### src/rtl/input_conditioner.sv
// Board-input front end: synchronises the raw active-low keys and switch bank,
// debounces both keys into active-high levels with press pulses, and holds the switches on ClearA_LoadB.
module input_conditioner #(
  parameter int unsigned DEBOUNCE_CYCLES = 50000,
  parameter int unsigned SW_W            = 8
) (
  input  logic            Clk,
  input  logic            Reset,
  input  logic            Run_n,
  input  logic            ClearA_LoadB_n,
  input  logic [SW_W-1:0] SW,
  output logic            Run,
  output logic            ClearA_LoadB,
  output logic            Run_pulse,
  output logic            ClearA_LoadB_pulse,
  output logic [SW_W-1:0] SW_sync,
  output logic [SW_W-1:0] SW_held
);

  localparam int NumKeys = 2;

  localparam logic [1:0] REL        = 2'd0;
  localparam logic [1:0] PRESS_WAIT = 2'd1;
  localparam logic [1:0] PRS        = 2'd2;
  localparam logic [1:0] REL_WAIT   = 2'd3;

  localparam logic [15:0] CntLast = 16'(DEBOUNCE_CYCLES - 1);

  logic [1:0]         runSync_q, clbSync_q;
  logic [SW_W-1:0]    swMeta_q, swSync_q, swHeld_q;
  logic [NumKeys-1:0] keySync;

  logic [1:0]         state_q [NumKeys];
  logic [1:0]         state_d [NumKeys];
  logic [15:0]        cnt_q   [NumKeys];
  logic [15:0]        cnt_d   [NumKeys];
  logic [NumKeys-1:0] level_q, level_d;
  logic [NumKeys-1:0] pulse_q, pulse_d;

  // Key synchronisers idle at 1 so a reset never looks like a press.
  always_ff @(posedge Clk or negedge Reset) begin
    if (!Reset) begin
      runSync_q <= 2'b11;
      clbSync_q <= 2'b11;
      swMeta_q  <= '0;
      swSync_q  <= '0;
    end else begin
      runSync_q <= {runSync_q[0], Run_n};
      clbSync_q <= {clbSync_q[0], ClearA_LoadB_n};
      swMeta_q  <= SW;
      swSync_q  <= swMeta_q;
    end
  end

  assign keySync = {clbSync_q[1], runSync_q[1]};

  // Index 0 is Run, index 1 is ClearA_LoadB; both keys use the same debounce rules.
  always_comb begin
    for (int k = 0; k < NumKeys; k++) begin
      state_d[k] = state_q[k];
      cnt_d[k]   = cnt_q[k];
      case (state_q[k])
        REL: begin
          if (!keySync[k]) begin
            state_d[k] = PRESS_WAIT;
            cnt_d[k]   = '0;
          end
        end
        PRESS_WAIT: begin
          if (keySync[k]) begin
            state_d[k] = REL;
            cnt_d[k]   = '0;
          end else if (cnt_q[k] == CntLast) begin
            state_d[k] = PRS;
          end else begin
            cnt_d[k] = cnt_q[k] + 16'd1;
          end
        end
        PRS: begin
          if (keySync[k]) begin
            state_d[k] = REL_WAIT;
            cnt_d[k]   = '0;
          end
        end
        REL_WAIT: begin
          if (!keySync[k]) begin
            state_d[k] = PRS;
            cnt_d[k]   = '0;
          end else if (cnt_q[k] == CntLast) begin
            state_d[k] = REL;
          end else begin
            cnt_d[k] = cnt_q[k] + 16'd1;
          end
        end
        default: begin
          state_d[k] = REL;
          cnt_d[k]   = '0;
        end
      endcase
      level_d[k] = (state_d[k] == PRS) || (state_d[k] == REL_WAIT);
      pulse_d[k] = (state_q[k] == PRESS_WAIT) && (state_d[k] == PRS);
    end
  end

  always_ff @(posedge Clk or negedge Reset) begin
    if (!Reset) begin
      for (int k = 0; k < NumKeys; k++) begin
        state_q[k] <= REL;
        cnt_q[k]   <= '0;
      end
      level_q <= '0;
      pulse_q <= '0;
    end else begin
      for (int k = 0; k < NumKeys; k++) begin
        state_q[k] <= state_d[k];
        cnt_q[k]   <= cnt_d[k];
      end
      level_q <= level_d;
      pulse_q <= pulse_d;
    end
  end

  // Capture on the same edge that raises ClearA_LoadB_pulse.
  always_ff @(posedge Clk or negedge Reset) begin
    if (!Reset) begin
      swHeld_q <= '0;
    end else if (pulse_d[1]) begin
      swHeld_q <= swSync_q;
    end
  end

  assign Run                = level_q[0];
  assign ClearA_LoadB       = level_q[1];
  assign Run_pulse          = pulse_q[0];
  assign ClearA_LoadB_pulse = pulse_q[1];
  assign SW_sync            = swSync_q;
  assign SW_held            = swHeld_q;

endmodule

### config.mk
export PLATFORM = sky130hd
export DESIGN_NAME = input_conditioner
export DESIGN_NICKNAME = d
export VERILOG_FILES = /design/src/rtl/input_conditioner.sv
export SDC_FILE = /design/constraint.sdc
export NUM_CORES = 1
export LEC_CHECK = 0
export ABC_AREA = 1
export BUFFER_PORTS_ARGS = -buffer_cell sky130_fd_sc_hd__buf_2
export CAP_MARGIN = 15
export CORE_MARGIN = 4
export CORE_UTILIZATION = 40
export CTS_BUF_LIST = sky130_fd_sc_hd__clkbuf_16
export CTS_CLUSTER_SIZE = 14
export DETAILED_ROUTE_END_ITERATION = 8
export GPL_TIMING_DRIVEN = 0
export HOLD_SLACK_MARGIN = 0.06
export SYNTH_ARGS = -nofsm -noshare
export SYNTH_HDL_FRONTEND = slang
export SYNTH_SLANG_ARGS = --single-unit
### constraint.sdc
create_clock -name Clk -period 2.1 [get_ports Clk]
set_input_delay 0.42 -clock Clk [delete_from_list [all_inputs] [get_ports Clk]]
set_output_delay 0.42 -clock Clk [all_outputs]
set_load 0.02 [all_outputs]
==> results of run 1 <==
[flip-flops by register name, indices dropped and copies added, names as in the netlist, 2 cells and up]
signal     count
cnt_q         32
SW_held        8
SW_sync        8
swMeta_q       8
state_q        4
clbSync_q      2
pulse_q        2
runSync_q      2
[cell families after synthesis]
logic type               share of synthesized area, %
AO/OA/AOI/OAI                                    4.12
XOR/XNOR                                         1.82
adder cells (fa/ha/maj)                         0.743
buffers and inverters                            9.88
flip-flops                                       49.9
AND/OR/NAND/NOR                                  33.5
[layout make-up]
class | instances | area, µm² | share of cell area, %
clock inverters | 7 | 45.0 | 1.15
plain buffers | 5 | 40.0 | 1.02
flip-flops and latches | 67 | 1680 | 42.8
clock buffers | 9 | 225 | 5.73
well taps | 105 | 131 | 3.35
multi-input cells | 287 | 1350 | 34.5
inverters | 78 | 293 | 7.45
repair buffers | 31 | 158 | 4.01
[Yosys cell counts]
cell,number
nand3_1,37
nor3_1,9
buf_4,1
nor3_2,1
nand4_1,16
xnor2_1,4
o21ai_0,10
inv_2,3
buf_2,2
inv_1,75
o21ai_1,2
buf_6,2
dfrtp_1,63
nor2_2,5
a31oi_1,1
ha_1,2
nand2_2,3
nand2_1,120
nor2_4,3
o21bai_1,1
nor2_1,52
nand3_4,1
dfstp_2,4
nand3_2,3
a21oi_1,13
xor2_1,3
nand2_4,1
[metrics by stage]
step	worst slack (ns)	utilization, %	total power [mW]	cells	hold WS, ns
after floorplan	0.731	-	1.44	437	0.124
after global placement	0.322	44.5	1.50	573	0.333
after detailed placement	0.507	44.5	1.51	573	0.338
after CTS	0.499	47.8	2.88	589	0.174
after global routing	0.358	47.8	2.96	589	0.174
final	0.507	47.8	2.83	589	0.185
[report_power, final]
part,internal [mW],switching (mW)
clock,0.792,0.551
sequential,1.32,0.0194
combinational,0.0408,0.0984
total,2.16,0.668
[how the worst max path moves through the flow]
stage	cells after the start	slack, ns	endpoint
after floorplan	9	0.73	SW_held[0]
after global placement	1	0.32	cnt_q[29]
after detailed placement	9	0.51	SW_held[7]
after CTS	9	0.50	SW_held[7]
after global routing	9	0.36	SW_held[7]
final	9	0.51	SW_held[7]
[metal layers]
layer / global-route usage, % / routed length (µm) / up-vias
met5: 0 / 0 / -
li1: - / - / 1443
met2: 25.8 / 3280 / 25
met4: 3.78 / 73 / 0
met3: 4.21 / 207 / 8
met1: 17.8 / 2980 / 1221
[worst max-delay path, delay by kind of cell, from the launching register on]
family / cells / cell delay, ns
fa+ha+maj: 1 / 0.21
simple gates: 7 / 0.89
buf+inv: 1 / 0.04
flops: 1 / 0.38
==> flow_metrics.tcl, run 1 <==
set metrics [dict create \
    timing.rr.start "cnt_q[0]" \
    htree_num_levels 3 \
    hold_viol 0 \
    worstPathArrival_ns 1.86 \
    synth_top_area_share_pct 46.8 \
    numClockSinks 67 \
    synth_cell_type_count 27 \
    finalSetupTns_ns 0 \
    gp_congestion 0.807 \
    r2r_cells 9 \
    areaGrowthSynthToFinish_pct 16.6 \
    clock_latency_ns 0.33 \
    yosys_warnings 0 \
    crit_fanout 9 \
    ir_drop_uv 346 \
    finalNetCount 493 \
    synth_top_area_cell "dfrtp_1" \
    grt_pass1_vias 2633 \
    die_h_um 99.8 \
    final_common_cell "nand2_1" \
    timing.fmax_ghz 0.628 \
    initial_core_util_pct 41.0 \
    r2r_slack_ns 0.51 \
    cp.required_ns 2.37 \
    clk_path_buf_depth 2 \
    final_cell_mix "120 x nand2_1, 76 x inv_1, 63 x dfrtp_1" \
    min_path_type "in -> async" \
    drive_gt1_share_pct 15.5 \
    slowest_stage "dfrtp_1" \
    synth.yosys.seq_area_share_pct 49.9 \
    drv_cap 0 \
    syn_nets 451 \
    cts_tree "yes" \
    synth.area.top_cells "dfrtp_1 47%, nand2_1 13%, inv_1 8.4%" \
    netlist_instances 437 \
    wire_per_inst_um 11.1 \
    setup_violations 0 \
    cts_inserted_buffers 9 \
    cts.clk_slew.worst_paths_ns 0.06 \
    n_antenna_cell 0 \
    critPathMaxStageDelay_ns 0.38 \
    syn_area_um2 3370 \
    place_hpwl_um 4790 \
    first_pass_iters 4 \
    grt_pass1_wl_um 11900 \
    ctsHoldBuffers 0 \
    final_area_um2 3930 \
    post_cts_resize_count 0 \
    grt_overflow 0 \
    power_density_nw_per_um2 719 \
    placed_area_um2 3660 \
    wl_um 6540 \
    globalRouteTotalUtil_pct 14.8 \
    rsz0062_at_grt "no" \
    antenna_found_initial 0 \
    die_area_um2 9950 \
    status "finished clean" \
    fin_worst_skew_ns 0.00680 \
    slew_headroom_pct 44.6 \
    die_w_um 99.8 \
    cts_root_buf "clkbuf_16" \
    rows 33 \
    cp-start-kind "register" \
    post-route-period-util_pct 75.8 \
    tightest_slew_ns 0.831 \
    period_minus_slack_ns 1.59 \
    via_per_inst 4.58 \
    drc 0 \
    regToRegEndpoint "SW_held[7]" \
    post_cts_buffers 0 \
    startpoint "cnt_q[0]" \
    critPathKind "reg -> reg" \
    pin_count 32 \
    core_area_um2 8220 \
    io_buffers 31 \
    crit_chain "ha_1 > nand2_1 > nor2_2 > nand3_2 > nor2_4 > nand3_4 > nand2_1 > nand2_1 > inv_1" \
    end_kind "register" \
    drtAntennaViolNets 0 \
    grt_max_degree 68 \
    drv_slew 0 \
    leakage_nw 2.04 \
    vias 2697 \
    fillers 819 \
    ys_seq_elements 67 \
    drt_iter0_drc 93 \
    synth_area_per_cell_um2 7.71 \
    crit_top_cell "nand2_1" \
]
No activity file was read; power rests on OpenSTA's default activity.
==> inputs of run 2 (changes only) <==
ABC_AREA = 0   (was 1)
clock period = 1.3 ns   (was 2.1 ns; I/O delays follow)
==> run 2 against run 1 <==
Effect of this change:
- the flow now finishes with violations (negative setup slack)
- global-route usage is 2.7 points higher
- combinational power grew to 2.9 times the previous value
- area after synthesis is 9.2% lower
- register-to-register slack worse by 1.2 ns
==> flow_metrics.tcl, run 2 <==
set metrics [dict create \
    slew_headroom_pct 45.7 \
    cts_root_buf "clkbuf_16" \
    cts.clk_slew.worst_paths_ns 0.06 \
    crit_fanout 9 \
    io_buffers 31 \
    pin_count 32 \
    min_path_type "in -> async" \
    final_area_um2 5080 \
    yosysMostFrequentCell "dfrtp_1" \
    hold_viol 0 \
    htree_num_levels 3 \
    yosys_warnings 0 \
    synth_area_per_cell_um2 11.4 \
    synth_common_cells "63 x dfrtp_1, 21 x nand2_1, 17 x a21oi_1" \
    ys_seq_elements 67 \
    die_w_um 95.4 \
    syn_nets 281 \
    critPathKind "reg -> reg" \
    worstPathArrival_ns 2.17 \
    worst_slack_ns -0.667 \
    status "finished with violations" \
    cp.required_ns 1.51 \
    drc 0 \
    synth.yosys.seq_area_share_pct 55.0 \
    synth_top_area_share_pct 51.6 \
    initial_core_util_pct 41.7 \
    finalNetCount 408 \
    drt_iter0_drc 145 \
    leakage_nw 2.26 \
    wl_um 8370 \
    finalNonFillerCells 498 \
    areaGrowthSynthToFinish_pct 66.2 \
    cts_tree "yes" \
    fin_worst_skew_ns 0.00869 \
    synth_cell_type_count 48 \
    internal_power_mw 3.84 \
    post-route-period-util_pct 151 \
    drv_slew 0 \
    clk_path_buf_depth 2 \
    dp.cells 397 \
    end_kind "register" \
    via_per_inst 5.39 \
    synth_top_area_cell "dfrtp_1" \
    r2r_cells 5 \
    place_ws_ns -0.834 \
    die_h_um 95.4 \
    p_total_mw 5.05 \
    numClockSinks 67 \
    n_antenna_cell 0 \
    finalSetupTns_ns -17.58 \
    setup_violations 48 \
    path_depth 5 \
    grt_max_degree 68 \
    synth.area.top_cells "dfrtp_1 52%, mux2_4 3.9%, o31ai_1 3.7%" \
    largest_reg_flops 32 \
    synthFlopType "dfrtp_1" \
    clock_latency_ns 0.32 \
    crit_family "simple AND/OR/NAND/NOR gates" \
    period_minus_slack_ns 1.97 \
    drive_gt1_share_pct 59.1 \
    wire_per_inst_um 16.8 \
    cp-start-kind "register" \
    drv_cap 0 \
    grt_overflow 0 \
    core_area_um2 7330 \
    p_comb_share_pct 8.0 \
    antenna_found_initial 0 \
    worst-path-buf-inv 1 \
    p_switching_mw 1.20 \
    violations "negative setup slack" \
    crit_chain "and4bb_2 > nand4_4 > or4_4 > buf_12 > mux2_4" \
    grt_pass1_vias 2558 \
    timing.fmax_ghz 0.508 \
    first_pass_iters 4 \
    gp_congestion 0.790 \
    final_cell_mix "54 x dfrtp_1, 54 x buf_4, 29 x buf_2" \
    async_flop_share_pct 100 \
    grt_pass1_wl_um 12200 \
    rows 31 \
    regMostFlops "cnt_q" \
    slowest_stage "or4_4" \
    rsz0062_at_grt "yes" \
    p_clk_share_pct 48.9 \
    vias 2682 \
    netlist_instances 267 \
    power_density_nw_per_um2 993 \
    cts_inserted_buffers 9 \
    syn_area_um2 3060 \
    placed_area_um2 3620 \
    seqPwrFrac_pct 43.1 \
    synth_edf_count 0 \
    place_hpwl_um 4110 \
    critPathMaxStageDelay_ns 0.45 \
    drtAntennaViolNets 0 \
    switching_share_pct 23.8 \
    globalRouteTotalUtil_pct 17.4 \
    tightest_slew_ns 0.814 \
    ir_drop_uv 657 \
    die_area_um2 9100 \
]
[run 2: power by group through the flow]
stage	clock network [mW]	registers, mW	logic [mW]
finish	2.47	2.18	0.405
global route	2.63	2.18	0.440
CTS	2.53	2.17	0.336
detailed placement	0	2.21	0.237
global placement	0	2.21	0.234
floorplan	0	2.22	0.119
[run 2: stage by stage]
step | hold slack [ns] | utilization [%]
after floorplan | -0.0356 | -
after detailed placement | 0.336 | 49.4
final | 0.0271 | 69.3
after CTS | 0.0683 | 61.9
after global placement | 0.331 | 49.3
after global routing | 0.103 | 69.3
[run 2: layout make-up]
type / count / area, µm²
clock buffer: 9 / 225
clock inverter: 7 / 78.8
buffer: 6 / 83.8
inverter: 5 / 18.8
tap: 99 / 124
sequential: 67 / 1690
timing repair buffer: 122 / 1030
multi-input combinational: 183 / 1830
fill: 494 / 2250
[run 2: worst paths after layout]
check	from	end	slack, ns
min in group Clk	swMeta_q[6]	SW_sync[6]	0.34
hold / removal	Reset	SW_held[0]	0.03
setup reg to reg	cnt_q[13]	SW_held[3]	-0.67
max in group asynchronous	Reset	state_q[3]	0.68
setup / recovery	cnt_q[13]	SW_held[3]	-0.67
hold reg to reg	swMeta_q[6]	SW_sync[6]	0.34
[run 2: repair_timing]
action                     in CTS  in global routing
hold endpoints to repair       10                  0
buffers inserted               46                 35
resized for setup              46                 63
hold buffers                   10                  0
setup endpoints to repair      48                 48
pin swaps                      23                 36
cloned                          1                  1
[run 2: logic make-up after synthesis]
| group | share of synthesized area (%) |
|---|---|
| muxes | 6.55 |
| buffers and inverters | 2.74 |
| xor gates and xnor gates | 3.72 |
| AOI/OAI and AO/OA | 10.7 |
| and+or+nand+nor | 20.4 |
| adders and majority gates | 0.819 |
| DFF | 55.0 |
[run 2: routing by layer]
layer | GRT usage (%) | wire length, µm
met1 | 22.2 | 3500
met2 | 29.7 | 4440
met3 | 3.55 | 301
met4 | 5.81 | 121
met5 | 0 | 0
